==> src/rtl/branch_tag_alloc_pkg.sv <==
// Shared branch-tag types and default sizing for the rename, ROB, RS and LSQ.
package rv32i_types;

    localparam int BR_TAG_DEPTH   = 8;
    localparam int BR_ALLOC_WIDTH = 2;
    localparam int BR_RES_PORTS   = 2;
    localparam int BR_TAG_W       = $clog2(BR_TAG_DEPTH);

    typedef logic [BR_TAG_W-1:0]     br_tag_t;
    typedef logic [BR_TAG_DEPTH-1:0] br_mask_t;

endpackage

==> src/rtl/branch_tag_alloc_if.sv <==
// Dispatch-side allocation handshake and CDB resolution bundle for the tag allocator.
interface branch_tag_alloc_if #(
    parameter int TAG_DEPTH   = rv32i_types::BR_TAG_DEPTH,
    parameter int ALLOC_WIDTH = rv32i_types::BR_ALLOC_WIDTH,
    parameter int RES_PORTS   = rv32i_types::BR_RES_PORTS
);
    localparam int TW = $clog2(TAG_DEPTH);

    logic [ALLOC_WIDTH-1:0]                alloc_req;
    logic [ALLOC_WIDTH-1:0]                alloc_gnt;
    logic [ALLOC_WIDTH-1:0][TW-1:0]        alloc_tag;
    logic [ALLOC_WIDTH-1:0][TAG_DEPTH-1:0] alloc_dep;
    logic                                  alloc_stall;
    logic [RES_PORTS-1:0]                  res_valid;
    logic [RES_PORTS-1:0]                  res_mispred;
    logic [RES_PORTS-1:0][TW-1:0]          res_tag;

    // Front end / CDB side
    modport master (
        output alloc_req, res_valid, res_mispred, res_tag,
        input  alloc_gnt, alloc_tag, alloc_dep, alloc_stall
    );

    // Allocator side
    modport slave (
        input  alloc_req, res_valid, res_mispred, res_tag,
        output alloc_gnt, alloc_tag, alloc_dep, alloc_stall
    );

endinterface

==> src/rtl/branch_tag_alloc_tag_pick.sv <==
// First-N-free selector: pick_o[k] is the k-th lowest set bit of free_i (one-hot).
module tag_pick #(
    parameter int DEPTH = 8,
    parameter int N     = 2
) (
    input  logic [DEPTH-1:0]        free_i,
    output logic [N-1:0][DEPTH-1:0] pick_o,
    output logic [N-1:0]            vld_o
);

    logic [DEPTH-1:0] avail;

    // Peel off the lowest remaining free bit once per lane
    always_comb begin
        avail  = free_i;
        pick_o = '0;
        vld_o  = '0;
        for (int k = 0; k < N; k++) begin
            pick_o[k] = avail & (~avail + DEPTH'(1));
            vld_o[k]  = |avail;
            avail     = avail & ~pick_o[k];
        end
    end

endmodule

==> src/rtl/branch_tag_alloc.sv <==
// Branch tag allocator: hands out in-flight branch tags in program order, tracks
// which older branches each tag depends on, and turns CDB resolutions into
// kill/clear masks for the rest of the core.
module branch_tag_alloc
    import rv32i_types::*;
#(
    parameter int TAG_DEPTH   = BR_TAG_DEPTH,
    parameter int ALLOC_WIDTH = BR_ALLOC_WIDTH,
    parameter int RES_PORTS   = BR_RES_PORTS
) (
    input  logic                 clk,
    input  logic                 rst,
    branch_tag_alloc_if.slave    bus,
    output logic [TAG_DEPTH-1:0] live_mask,
    output logic [TAG_DEPTH-1:0] kill_mask,
    output logic [TAG_DEPTH-1:0] clear_mask
);

    localparam int TW = $clog2(TAG_DEPTH);
    localparam int IW = (ALLOC_WIDTH > 1) ? $clog2(ALLOC_WIDTH + 1) : 1;

    logic [TAG_DEPTH-1:0]                  live_q, live_d;
    logic [TAG_DEPTH-1:0][TAG_DEPTH-1:0]   dep_q, dep_d;
    logic [ALLOC_WIDTH-1:0][TAG_DEPTH-1:0] pick;
    logic [ALLOC_WIDTH-1:0]                pick_vld;
    logic [TAG_DEPTH-1:0]                  gnt_mask;
    logic [TAG_DEPTH-1:0]                  clr_raw;
    logic [TAG_DEPTH-1:0]                  col_clr;
    logic                                  any_mispred;
    logic [IW-1:0]                         idx;
    logic                                  blocked;

    function automatic logic [TW-1:0] onehot_to_idx(input logic [TAG_DEPTH-1:0] oh);
        logic [TW-1:0] r;
        r = '0;
        for (int i = 0; i < TAG_DEPTH; i++) begin
            if (oh[i]) r = TW'(i);
        end
        return r;
    endfunction

    // Only the registered live set is offered, so tags freed this cycle wait a cycle
    tag_pick #(
        .DEPTH (TAG_DEPTH),
        .N     (ALLOC_WIDTH)
    ) u_tag_pick (
        .free_i (~live_q),
        .pick_o (pick),
        .vld_o  (pick_vld)
    );

    // Resolution: build kill set from mispredicts (with dependents) and clear set from correct ones
    always_comb begin
        kill_mask   = '0;
        clr_raw     = '0;
        any_mispred = 1'b0;
        for (int p = 0; p < RES_PORTS; p++) begin
            if (bus.res_valid[p] && live_q[bus.res_tag[p]]) begin
                if (bus.res_mispred[p]) begin
                    any_mispred                = 1'b1;
                    kill_mask[bus.res_tag[p]]  = 1'b1;
                    for (int u = 0; u < TAG_DEPTH; u++) begin
                        if (live_q[u] && dep_q[u][bus.res_tag[p]]) kill_mask[u] = 1'b1;
                    end
                end else begin
                    clr_raw[bus.res_tag[p]] = 1'b1;
                end
            end
        end
        clear_mask = clr_raw & ~kill_mask;
    end

    // Allocation: in-order grants without holes, lane dependency = live set plus older same-cycle grants
    always_comb begin
        bus.alloc_gnt = '0;
        bus.alloc_tag = '0;
        bus.alloc_dep = '0;
        gnt_mask      = '0;
        idx           = '0;
        blocked       = 1'b0;
        for (int k = 0; k < ALLOC_WIDTH; k++) begin
            bus.alloc_dep[k] = live_q | gnt_mask;
            if (bus.alloc_req[k]) begin
                if (!blocked && !any_mispred && pick_vld[idx]) begin
                    bus.alloc_gnt[k] = 1'b1;
                    bus.alloc_tag[k] = onehot_to_idx(pick[idx]);
                    gnt_mask         = gnt_mask | pick[idx];
                    idx              = idx + 1'b1;
                end else begin
                    blocked = 1'b1;
                end
            end
        end
        bus.alloc_stall = ~pick_vld[ALLOC_WIDTH-1];
    end

    // Next state: retire killed/cleared tags, scrub their columns, load rows of new grants
    always_comb begin
        col_clr = kill_mask | clear_mask;
        live_d  = (live_q & ~col_clr) | gnt_mask;
        for (int u = 0; u < TAG_DEPTH; u++) begin
            dep_d[u] = kill_mask[u] ? '0 : dep_q[u];
        end
        for (int k = 0; k < ALLOC_WIDTH; k++) begin
            if (bus.alloc_gnt[k]) dep_d[bus.alloc_tag[k]] = bus.alloc_dep[k];
        end
        for (int u = 0; u < TAG_DEPTH; u++) begin
            dep_d[u] = dep_d[u] & ~col_clr;
        end
    end

    // State registers; reset wins over any concurrent allocation or resolution
    always_ff @(posedge clk) begin
        if (rst) begin
            live_q <= '0;
            dep_q  <= '0;
        end else begin
            live_q <= live_d;
            dep_q  <= dep_d;
        end
    end

    assign live_mask = live_q;

endmodule

==> src/flat_wrapper.sv <==
// flat-port wrapper written by rule: the top's interface ports become plain ports
module branch_tag_alloc_flat import rv32i_types::*;
#(
    parameter int TAG_DEPTH   = BR_TAG_DEPTH,
    parameter int ALLOC_WIDTH = BR_ALLOC_WIDTH,
    parameter int RES_PORTS   = BR_RES_PORTS
)
  (clk, rst, live_mask, kill_mask, clear_mask, bus_alloc_req, bus_res_valid, bus_res_mispred, bus_res_tag, bus_alloc_gnt, bus_alloc_tag, bus_alloc_dep, bus_alloc_stall);
  branch_tag_alloc_if #(.TAG_DEPTH(TAG_DEPTH), .ALLOC_WIDTH(ALLOC_WIDTH), .RES_PORTS(RES_PORTS)) bus_i ();
  input  logic clk;
  input  logic rst;
  output logic [TAG_DEPTH-1:0] live_mask;
  output logic [TAG_DEPTH-1:0] kill_mask;
  output logic [TAG_DEPTH-1:0] clear_mask;
  input wire logic [$bits(bus_i.alloc_req)-1:0] bus_alloc_req;
  input wire logic [$bits(bus_i.res_valid)-1:0] bus_res_valid;
  input wire logic [$bits(bus_i.res_mispred)-1:0] bus_res_mispred;
  input wire logic [$bits(bus_i.res_tag)-1:0] bus_res_tag;
  output wire logic [$bits(bus_i.alloc_gnt)-1:0] bus_alloc_gnt;
  output wire logic [$bits(bus_i.alloc_tag)-1:0] bus_alloc_tag;
  output wire logic [$bits(bus_i.alloc_dep)-1:0] bus_alloc_dep;
  output wire logic [$bits(bus_i.alloc_stall)-1:0] bus_alloc_stall;
  assign bus_i.alloc_req = bus_alloc_req;
  assign bus_i.res_valid = bus_res_valid;
  assign bus_i.res_mispred = bus_res_mispred;
  assign bus_i.res_tag = bus_res_tag;
  assign bus_alloc_gnt = bus_i.alloc_gnt;
  assign bus_alloc_tag = bus_i.alloc_tag;
  assign bus_alloc_dep = bus_i.alloc_dep;
  assign bus_alloc_stall = bus_i.alloc_stall;
  branch_tag_alloc #(.TAG_DEPTH(TAG_DEPTH), .ALLOC_WIDTH(ALLOC_WIDTH), .RES_PORTS(RES_PORTS)) u_core (.clk(clk), .rst(rst), .bus(bus_i), .live_mask(live_mask), .kill_mask(kill_mask), .clear_mask(clear_mask));
endmodule
==> config.mk <==
export PLATFORM = sky130hd
export DESIGN_NAME = branch_tag_alloc_flat
export DESIGN_NICKNAME = d
export VERILOG_FILES = /design/src/rtl/branch_tag_alloc_pkg.sv /design/src/rtl/branch_tag_alloc_if.sv /design/src/rtl/branch_tag_alloc_tag_pick.sv /design/src/rtl/branch_tag_alloc.sv /design/src/flat_wrapper.sv
export SDC_FILE = /design/constraint.sdc
export NUM_CORES = 1
export LEC_CHECK = 0
export BUFFER_PORTS_ARGS = -buffer_cell sky130_fd_sc_hd__buf_4
export CORE_ASPECT_RATIO = 1.5
export CORE_UTILIZATION = 60
export CTS_BUF_LIST = sky130_fd_sc_hd__clkbuf_16
export CTS_CLUSTER_DIAMETER = 200
export DETAILED_ROUTE_END_ITERATION = 8
export PLACE_DENSITY = 0.85
export SLEW_MARGIN = 20
export SYNTH_ARGS = -nofsm -noshare
export SYNTH_HDL_FRONTEND = slang
export SYNTH_SLANG_ARGS = --single-unit
==> constraint.sdc <==
create_clock -name clk -period 8 [get_ports clk]
set_clock_uncertainty 0.2 [all_clocks]
set_input_delay 2.4 -clock clk [delete_from_list [all_inputs] [get_ports clk]]
set_output_delay 2.4 -clock clk [all_outputs]
set_load 0.02 [all_outputs]
# Word-level counts from Yosys, hierarchy flattened
# Cells that the tools add are included.
[totals] ff_bits=72 elab_cells=193 input_bits=14 out_inout_bits=49
[classes] addsub=2 n_lt_le_gt_ge=9 n_bitwise=26 reduce_logical=29 muxes=118
[op_table] operator="$mux 8" count=24
[op_table] operator="$bwmux 64" count=2
[op_table] operator="$mux 64" count=2
[op_table] operator="$and 8x8->8" count=13
[op_table] operator="$bmux 1 s3" count=18
[op_table] operator="$mux 1" count=51
[op_table] operator="$demux 8 s3" count=2
[op_table] operator="$not 8->8" count=6
[op_table] operator="$or 8x8->8" count=6
[op_table] operator="$mux 3" count=12
[op_table] operator="$logic_and 1x1->1" count=25
[op_table] operator="$add 8x1->8 const B" count=2
[op_table] operator="$lt 3x4->1 const B" count=4
[op_table] operator="$reduce_or 8->1" count=2
[op_table] operator="$ge 3x1->1 const B" count=4
[op_table] operator="$mux 2" count=5
[op_table] operator="$demux 1 s3" count=2
[op_table] operator="$logic_not 1->1" count=2
[op_table] operator="$lt 2x2->1 const B" count=1
[op_table] operator="$not 1->1" count=1

# Depth between registers and ports, before layout
# Gate-level depths: netlist of the first run.
[depth] depth_word=28 depth_mapped=13 mapped_depth_nobuf=10

# Cells and area by module
# Synthesis of the first run repeated with hierarchy kept, for this count alone.
[unflattened] hier_cells=735 hier_area_um2=5675.4
[by_module_without_submodules] module="branch_tag_alloc" instances=1 area_per_inst_um2=5325.1 cells_each=683 seq_area_each_um2=1281.2
[by_module_without_submodules] module="tag_pick" instances=1 area_per_inst_um2=350.3 cells_each=52 seq_area_each_um2=0.0

# Worst setup path before layout of the first run
# OpenSTA, ideal clock, no wires.
[synth_timing] kind="in2out" from="input bus_res_tag[5]" to="output clear_mask[2]" path_buffers=3 t_arrival_ps=4725 path_stages=10 slack_ps=675 required_time_ps=5400 cell_sequence="buf_2 > buf_1 > buf_2 > mux4_2 > nor2_1 > a31oi_1 > a21o_1 > a22oi_1 > inv_1 > nor2_1"
[synth_via] elab_chain_len=10 elab_cells_between_ends=20 classes_between="order compare (2); mux (11); bitwise (4); reduce/logical (3)"
[synth_lines] item="start, declared" line_no="flat_wrapper.sv:18" source="input wire logic [$bits(bus_i.res_tag)-1:0] bus_res_tag;"
[synth_lines] item="$lt 3x4->1 (not written as such) or $ge 3x1->1 (tied branches)" line_no="branch_tag_alloc.sv:61" source="kill_mask[bus.res_tag[p]] = 1'b1;"
[synth_lines] item="$logic_and 1x1->1 (not written as such)" line_no="branch_tag_alloc.sv:61"
[synth_lines] item="$mux 1 (not written as such)" line_no="branch_tag_alloc.sv:61"
[synth_lines] item="$demux 1 s3"
[synth_lines] item="$or 8x8->8 (no source line)"
[synth_lines] item="$mux 1" line_no="branch_tag_alloc.sv:63" source="if (live_q[u] && dep_q[u][bus.res_tag[p]]) kill_mask[u] = 1'b1;"
[synth_lines] item="$mux 8" line_no="branch_tag_alloc.sv:59" source="if (bus.res_mispred[p]) begin"
[synth_lines] item="$mux 8 *" line_no="branch_tag_alloc.sv:58" source="if (bus.res_valid[p] && live_q[bus.res_tag[p]]) begin"
[synth_lines] item="named net kill_mask[2]" line_no="flat_wrapper.sv:13" source="output logic [TAG_DEPTH-1:0] kill_mask;"
[synth_lines] item="$not 8->8 *" line_no="branch_tag_alloc.sv:70" source="clear_mask = clr_raw & ~kill_mask;"
[synth_lines] item="$and 8x8->8 *" line_no="branch_tag_alloc.sv:70"
[synth_lines] item="end, declared" line_no="flat_wrapper.sv:14" source="output logic [TAG_DEPTH-1:0] clear_mask;"
# The timed path passes the listed nets; every way through them passes the cells marked *. The select of a mux whose other input is x is not followed.

# Worst setup path in the final report of the first run
[layout_timing] from="input bus_res_tag[5]" to="output bus_alloc_tag[3]"
[layout_via] elab_chain_len=19 elab_cells_between_ends=26 classes_between="mux (20); reduce/logical (6)"
[layout_lines] item="$bmux 1 s3 *" line_no="branch_tag_alloc.sv:58"
[layout_lines] item="$mux 1 (not written as such) *" line_no="branch_tag_alloc.sv:58"
[layout_lines] item="$logic_and 1x1->1 *" line_no="branch_tag_alloc.sv:58"
[layout_lines] item="$mux 1 *" line_no="branch_tag_alloc.sv:58"
[layout_lines] item="$logic_not 1->1 *" line_no="branch_tag_alloc.sv:84" source="if (!blocked && !any_mispred && pick_vld[idx]) begin"
[layout_lines] item="$logic_and 1x1->1" line_no="branch_tag_alloc.sv:84"
[layout_lines] item="$mux 1" line_no="branch_tag_alloc.sv:84"
[layout_lines] item="$mux 2" line_no="branch_tag_alloc.sv:83" source="if (bus.alloc_req[k]) begin"
[layout_lines] item="$mux 8 (not written as such) (2 in a row)" line_no="branch_tag_alloc.sv:86" source="bus.alloc_tag[k] = onehot_to_idx(pick[idx]);"
[layout_lines] item="$mux 1" line_no="branch_tag_alloc.sv:37" source="if (oh[i]) r = TW'(i);"
[layout_lines] item="$mux 2 (2 in a row)" line_no="branch_tag_alloc.sv:37"
[layout_lines] item="$mux 3 (4 in a row)" line_no="branch_tag_alloc.sv:37"
[layout_lines] item="$mux 3 *" line_no="branch_tag_alloc.sv:84"
[layout_lines] item="$mux 3 *" line_no="branch_tag_alloc.sv:83"
[layout_lines] item="end, declared" line_no="flat_wrapper.sv:20" source="output wire logic [$bits(bus_i.alloc_tag)-1:0] bus_alloc_tag;"
# Every way passes the cells marked *; elsewhere a longest branch is shown, timed or not. The select of a mux whose other input is x is not followed.

==> results of run 1 <==
## cell usage after synthesis, types with 4 or more instances
library cell   n
buf_6          6
mux2i_1       16
o21ai_0       22
nand3_1       26
clkbuf_1      26
o22ai_1        4
nand2b_1       7
o2bb2ai_1      4
nor2b_1        6
nor2_1        47
o211ai_1       6
a21oi_1       64
dfxtp_1       64
mux2_2         6
a22oi_1       14
a21boi_0       4
nand2_1       67
a221o_1        4
or3_1          9
a31oi_1        8
mux4_2        13
buf_4         10
and2_1         5
and3_1         9
a211oi_1      28
nor3_1        14
buf_2         10
inv_1         31
buf_1          4
a221oi_1       6
## flip-flops by register name (all words and copies together), names as in the netlist
name	count
u_core.live_mask	8
u_core.dep_q	56
## layer usage
| metal | vias up | track usage | share of wire |
|---|---|---|---|
| met2 | 399 | 0.656 | 0.45 |
| met1 | 2538 | 0.528 | 0.35 |
| met3 | 114 | 0.165 | 0.12 |
| met4 | 0 | 0.337 | 0.080 |
| met5 | - | 0 | 0 |
| li1 | 2328 | - | - |
## metrics by stage
stage / utilization / cell area [um^2]
after global placement: 0.681 / 5250
after detailed placement: 0.681 / 5250
after floorplan: - / 4820
after global routing: 0.715 / 5510
final: 0.715 / 5510
after CTS: 0.714 / 5510
## power breakdown
group          switching, mW  internal, mW  total, mW  leakage, nW
Clock                  0.145         0.203      0.348        0.122
Sequential            0.0178         0.333      0.350        0.518
Combinational          0.127        0.0725      0.199         1.49
## worst max-delay path, cell delays in order
cell and delay [ns]:
buf_4 0.32, nor2b_1 0.11, a22oi_1 0.26, o2bb2ai_2 0.13, a311oi_4 0.56, nand2_4 0.21
inv_4 0.16, mux2i_4 0.42, a21oi_1 0.14, buf_4 0.18
## logic make-up (layout without fill, tap and decap cells)
group,count (synthesis),count (layout)
XOR/XNOR,3,3
multiplexers,36,36
adder cells (fa/ha/maj),1,1
AO/OA/AOI/OAI,206,206
AND/OR/NAND/NOR,211,211
buffers and inverters,89,127
flip-flops,64,64
## worst min path at each step
stage	slack, ns	depth (start not counted)	endpoint
3_3_place_gp	0.25	2	u_core.dep_q[61]$_SDFF_PP0_
4_1_cts	0.27	2	u_core.dep_q[58]$_SDFF_PP0_
3_5_place_dp	0.26	2	u_core.dep_q[58]$_SDFF_PP0_
5_1_grt	0.28	2	u_core.dep_q[58]$_SDFF_PP0_
6_report	0.27	2	u_core.dep_q[58]$_SDFF_PP0_
2_1_floorplan	0.24	2	u_core.dep_q[43]$_SDFF_PP0_
## cell type report
class                   instances  area (um^2)
well taps                     102          128
multi-input cells             457         3120
repair buffers                 80          601
clock buffers                   9          225
fillers                       637         2200
inverters                      33          126
clock inverters                 5         27.5
flip-flops and latches         64         1280
## cell usage in the layout (no fill, tap or decap), types with 4 or more instances in the layout
cell type / instances
inv_1: 32
a31oi_1: 8
dfxtp_1: 64
a22oi_1: 14
mux2_2: 6
o22ai_1: 4
o2bb2ai_1: 4
a221o_1: 4
nand3_1: 26
nor2b_1: 6
clkbuf_16: 9
a21boi_0: 4
and2_1: 5
nand2b_1: 7
a221oi_1: 6
nor3_1: 12
a211oi_1: 28
buf_4: 80
nor2_1: 47
mux2i_1: 16
o21ai_0: 22
mux4_2: 13
and3_1: 9
a21oi_1: 64
or3_1: 9
o211ai_1: 6
nand2_1: 67
==> results.yml, run 1 <==
global_routing:
  grt_max_degree: 32
  grt_pass1_vias: 5139
  grt_usage: 0.451
  grt_pass1_wl_um: 27700
  gr-total-overflow: 0
  antenna_found_initial: 0
synth:
  synth_area_leader_cell: "dfxtp_1"
  synth_compound_area_frac: 0.298
  synthXorXnorAreaFrac: 0.00545
  postSynthRegisterBits: 64
  postSynthCellCount: 610
  synth_enable_flop_cells: 0
  synth_cell_types: 77
  postSynthAreaPerCell_um2: 7.91
  synth.area.mux_share: 0.113
  ys_warn_count: 0
  syn_nets: 624
  synth_area_leaders: "dfxtp_1 27%, a21oi_1 6.6%, mux4_2 6.1%"
  synth_flop_cell: "dfxtp_1"
  async_flop_share: 0
  synth_top_family_by_area: "compound AO/OA/AOI/OAI gates"
  synth_fa_ha_area_frac: 0.00233
  yosys.area_share.simple: 0.227
  seq_area_frac_synth: 0.266
  yosysTopAreaCellShare: 0.266
  synth.cell_area_um2: 4820
timing:
  rsz0062_at_grt: "no"
  worst_slack_ns: 0.489
  fmax_ghz: 0.133
  finalSetupViolCount: 0
  slew_headroom: 0.445
  fin_tns_setup_ns: 0
  slew_violations: 0
  hold_slack_ns: 0.273
  finalCritPeriodShare: 0.939
  final.min_clock_period_ns: 7.51
  hold_viol: 0
  worstMarginPinSlew_ns: 0.827
place:
  place_hpwl_um: 12200
  dp_slack_ns: 0.560
  dp.cells: 736
  io_buffers: 62
  gp_congestion: 1.05
routing:
  dr.pass1.iters: 5
  via_per_inst: 7.17
  drt_iter0_drc: 695
  drc: 0
  vias: 5379
  drtAntennaViolNets: 0
  routedWlPerCell_um: 23.4
  routed_wl_um: 17600
clocking:
  clockRootBuffer: "clkbuf_16"
  htreeDepth: 3
  cts_buffer_depth: 2
  clkTransAtPathRegs_ns: 0.05
  numCtsBuffers: 9
  cts_resized: 0
  cts.sinks: 64
  post-cts-setup-buffers: 0
  clkLatencyLatePin_ns: 0.34
  cts_tree: "yes"
  cts_hold_buf: 0
power_and_ir_drop:
  p_per_area_nw_per_um2: 163
  vdd_drop_max_v: 0.000136
  leakage_nw: 2.13
  total_power_mw: 0.898
critical_path:
  r2r_cells: 9
  rr_endpoint: "u_core.dep_q[1]$_SDFF_PP0_"
  path_class: "in -> out"
  r2r_start: "u_core.live_mask[1]$_SDFF_PP0_"
  worstSetupEndpoint: "bus_alloc_tag[3]"
  worstSetupEndpointType: "output pin"
  critPathLaunch: "bus_res_tag[5]"
  required_ns: 5.40
  r2r_slack_ns: 3.51
  crit_path_max_fanout: 30
  startpoint_type: "input pin"
  critPathArrivalTime_ns: 4.91
layout:
  nNetsFinal: 659
  layout-drive-gt1-share: 0.210
  diodes: 0
  syn2layout_area_growth_pct: 14.2
  final_cells: 750
floorplanning:
  start_util: 0.626
  die_y_um: 112
  num_rows: 39
  pin_count: 63
  coreArea_um2: 7710
  fp.dieW_um: 75.2
  die_area_um2: 8410
hold_path:
  min_path_type: "reg -> reg"
  holdCritStartpoint: "u_core.dep_q[58]$_SDFF_PP0_"
outcome:
  outcome: "finished, final reports clean"
job:
  cap_violations: 0
(Power assumes the default switching activity.)
==> run 2, diff against run 1 <==
Settings changed: BUFFER_PORTS_ARGS -buffer_cell sky130_fd_sc_hd__buf_4 to default, DONT_BUFFER_PORTS from default to 1, PLACE_DENSITY 0.85 to 0.79.
==> run 2 against run 1 <==
Against the previous run: register-to-register slack improved by 0.15 ns; sequential cell count is the same; highest routed layer unchanged; final area is 8.1% lower; sequential share of layout area grew 2.1 points; core utilization down 5.8 points; clock power grew 11%; power grew 0.16%; largest cell class unchanged; critical path depth decreased by 2; first-iteration DRC count is 15% lower; routed wire length fell by 2.9%; critical path type unchanged; via count down 5.3%; critical endpoint is now bus_alloc_tag[4].
==> results.yml, run 2 (same netlist as run 1, synthesis figures left out) <==
routing:
  dr.pass1.iters: 7
  drtAntennaViolNets: 0
  drc: 0
  vias: 5093
  routed_wl_um: 17100
  via_per_inst: 7.39
  routedWlPerCell_um: 24.8
  drt_iter0_drc: 588
critical_path:
  startpoint_type: "input pin"
  r2r_slack_ns: 3.66
  worstSetupEndpointType: "output pin"
  r2r_start: "u_core.live_mask[4]$_SDFF_PP0_"
  critPathArrivalTime_ns: 4.90
  path_class: "in -> out"
  crit_path_max_fanout: 26
  required_ns: 5.40
  r2r_cells: 10
  rr_endpoint: "u_core.dep_q[3]$_SDFF_PP0_"
layout:
  final_cells: 689
  largest_reg_flops: 56
  diodes: 0
  nNetsFinal: 596
  final_common_cell: "nand2_1"
  final_area_um2: 5060
  top_register: "u_core.dep_q"
  final_cell_mix: "67 x nand2_1, 64 x a21oi_1, 64 x dfxtp_1, 47 x nor2_1, 32 x inv_1"
  syn2layout_area_growth_pct: 4.95
  layout-drive-gt1-share: 0.124
  final_core_util: 0.657
timing:
  hold_viol: 0
  worst_slack_ns: 0.501
  finalSetupViolCount: 0
  slew_violations: 0
  finalCritPeriodShare: 0.937
  worstMarginPinSlew_ns: 1.10
  final.min_clock_period_ns: 7.50
  fin_tns_setup_ns: 0
  rsz0062_at_grt: "no"
  slew_headroom: 0.259
  fmax_ghz: 0.133
floorplanning:
  start_util: 0.626
  die_area_um2: 8410
  die_y_um: 112
  coreArea_um2: 7710
  fp.dieW_um: 75.2
  num_rows: 39
  pin_count: 63
hold_path:
  holdCritStartpoint: "u_core.dep_q[48]$_SDFF_PP0_"
  min_path_type: "reg -> reg"
  worstHoldEndpoint: "u_core.dep_q[48]$_SDFF_PP0_"
  holdPathStages: 2
global_routing:
  antenna_found_initial: 0
  grt_pass1_vias: 4754
  gr-total-overflow: 0
  grt_usage: 0.413
  grt_pass1_wl_um: 25500
  grt_max_degree: 40
clocking:
  cts_hold_buf: 0
  cts_tree: "yes"
  post-cts-setup-buffers: 0
  cts.sinks: 64
  cts_resized: 0
  htreeDepth: 3
  clockRootBuffer: "clkbuf_16"
  clkLatencyLatePin_ns: 0.34
  numCtsBuffers: 9
  clkTransAtPathRegs_ns: 0.05
  cts_buffer_depth: 2
place:
  dp.cells: 673
  gp_congestion: 0.996
  dp_slack_ns: 0.556
  place_hpwl_um: 11900
  io_buffers: 0
  place_area_um2: 4770
power_and_ir_drop:
  p_per_area_nw_per_um2: 178
  vdd_drop_max_v: 0.000130
  leakage_nw: 1.83
job:
  cap_violations: 0
outcome:
  outcome: "finished, final reports clean"
-- run 2: metal layers --
layer | track usage | wire length, um | vias up | share of wire
met2 | 0.640 | 7920 | 399 | 0.46
met1 | 0.496 | 6230 | 2400 | 0.36
li1 | - | - | 2198 | -
met3 | 0.107 | 1820 | 96 | 0.11
met5 | 0 | 0 | - | 0
met4 | 0.264 | 1110 | 0 | 0.065
-- run 2: worst max path at each step --
stage / startpoint / to / slack (ns) / depth (start not counted)
after floorplan: bus_res_tag[5] / clear_mask[2] / 0.68 / 10
after global placement: bus_res_tag[2] / bus_alloc_tag[4] / 0.61 / 8
after detailed placement: bus_res_tag[2] / bus_alloc_tag[4] / 0.56 / 8
after CTS: bus_res_tag[2] / bus_alloc_tag[4] / 0.56 / 8
after global routing: bus_res_tag[2] / bus_alloc_tag[4] / 0.37 / 8
final: bus_res_tag[2] / bus_alloc_tag[4] / 0.50 / 8
-- run 2: critical path, stage by stage --
cell,delay [ns]
inv_1,0.24
mux4_2,0.59
nor2_4,0.33
a311o_2,0.34
o21bai_1,0.14
a21oi_4,0.35
nor2_1,0.08
a21oi_1,0.42
-- run 2: cell type report --
cell class / count / area, um^2
Multi-Input combinational cell: 457 / 3110
Clock inverter: 7 / 63.8
Sequential cell: 64 / 1280
Tap cell: 102 / 128
Timing Repair Buffer: 17 / 128
Inverter: 33 / 126
Clock buffer: 9 / 225
Fill cell: 684 / 2650
-- run 2: report_power, final --
group	leakage, nW	total, mW	switching, mW	internal [mW]
logic	1.16	0.167	0.110	0.0574
clock network	0.144	0.386	0.147	0.238
registers	0.518	0.347	0.0142	0.332
total	1.83	0.899	0.271	0.628
-- run 2: stage by stage --
step | hold slack, ns | total power, mW
finish | 0.278 | 0.899
global route | 0.292 | 0.922
CTS | 0.275 | 0.893
detailed placement | 0.268 | 0.514
global placement | 0.258 | 0.510
floorplan | 0.243 | 0.494
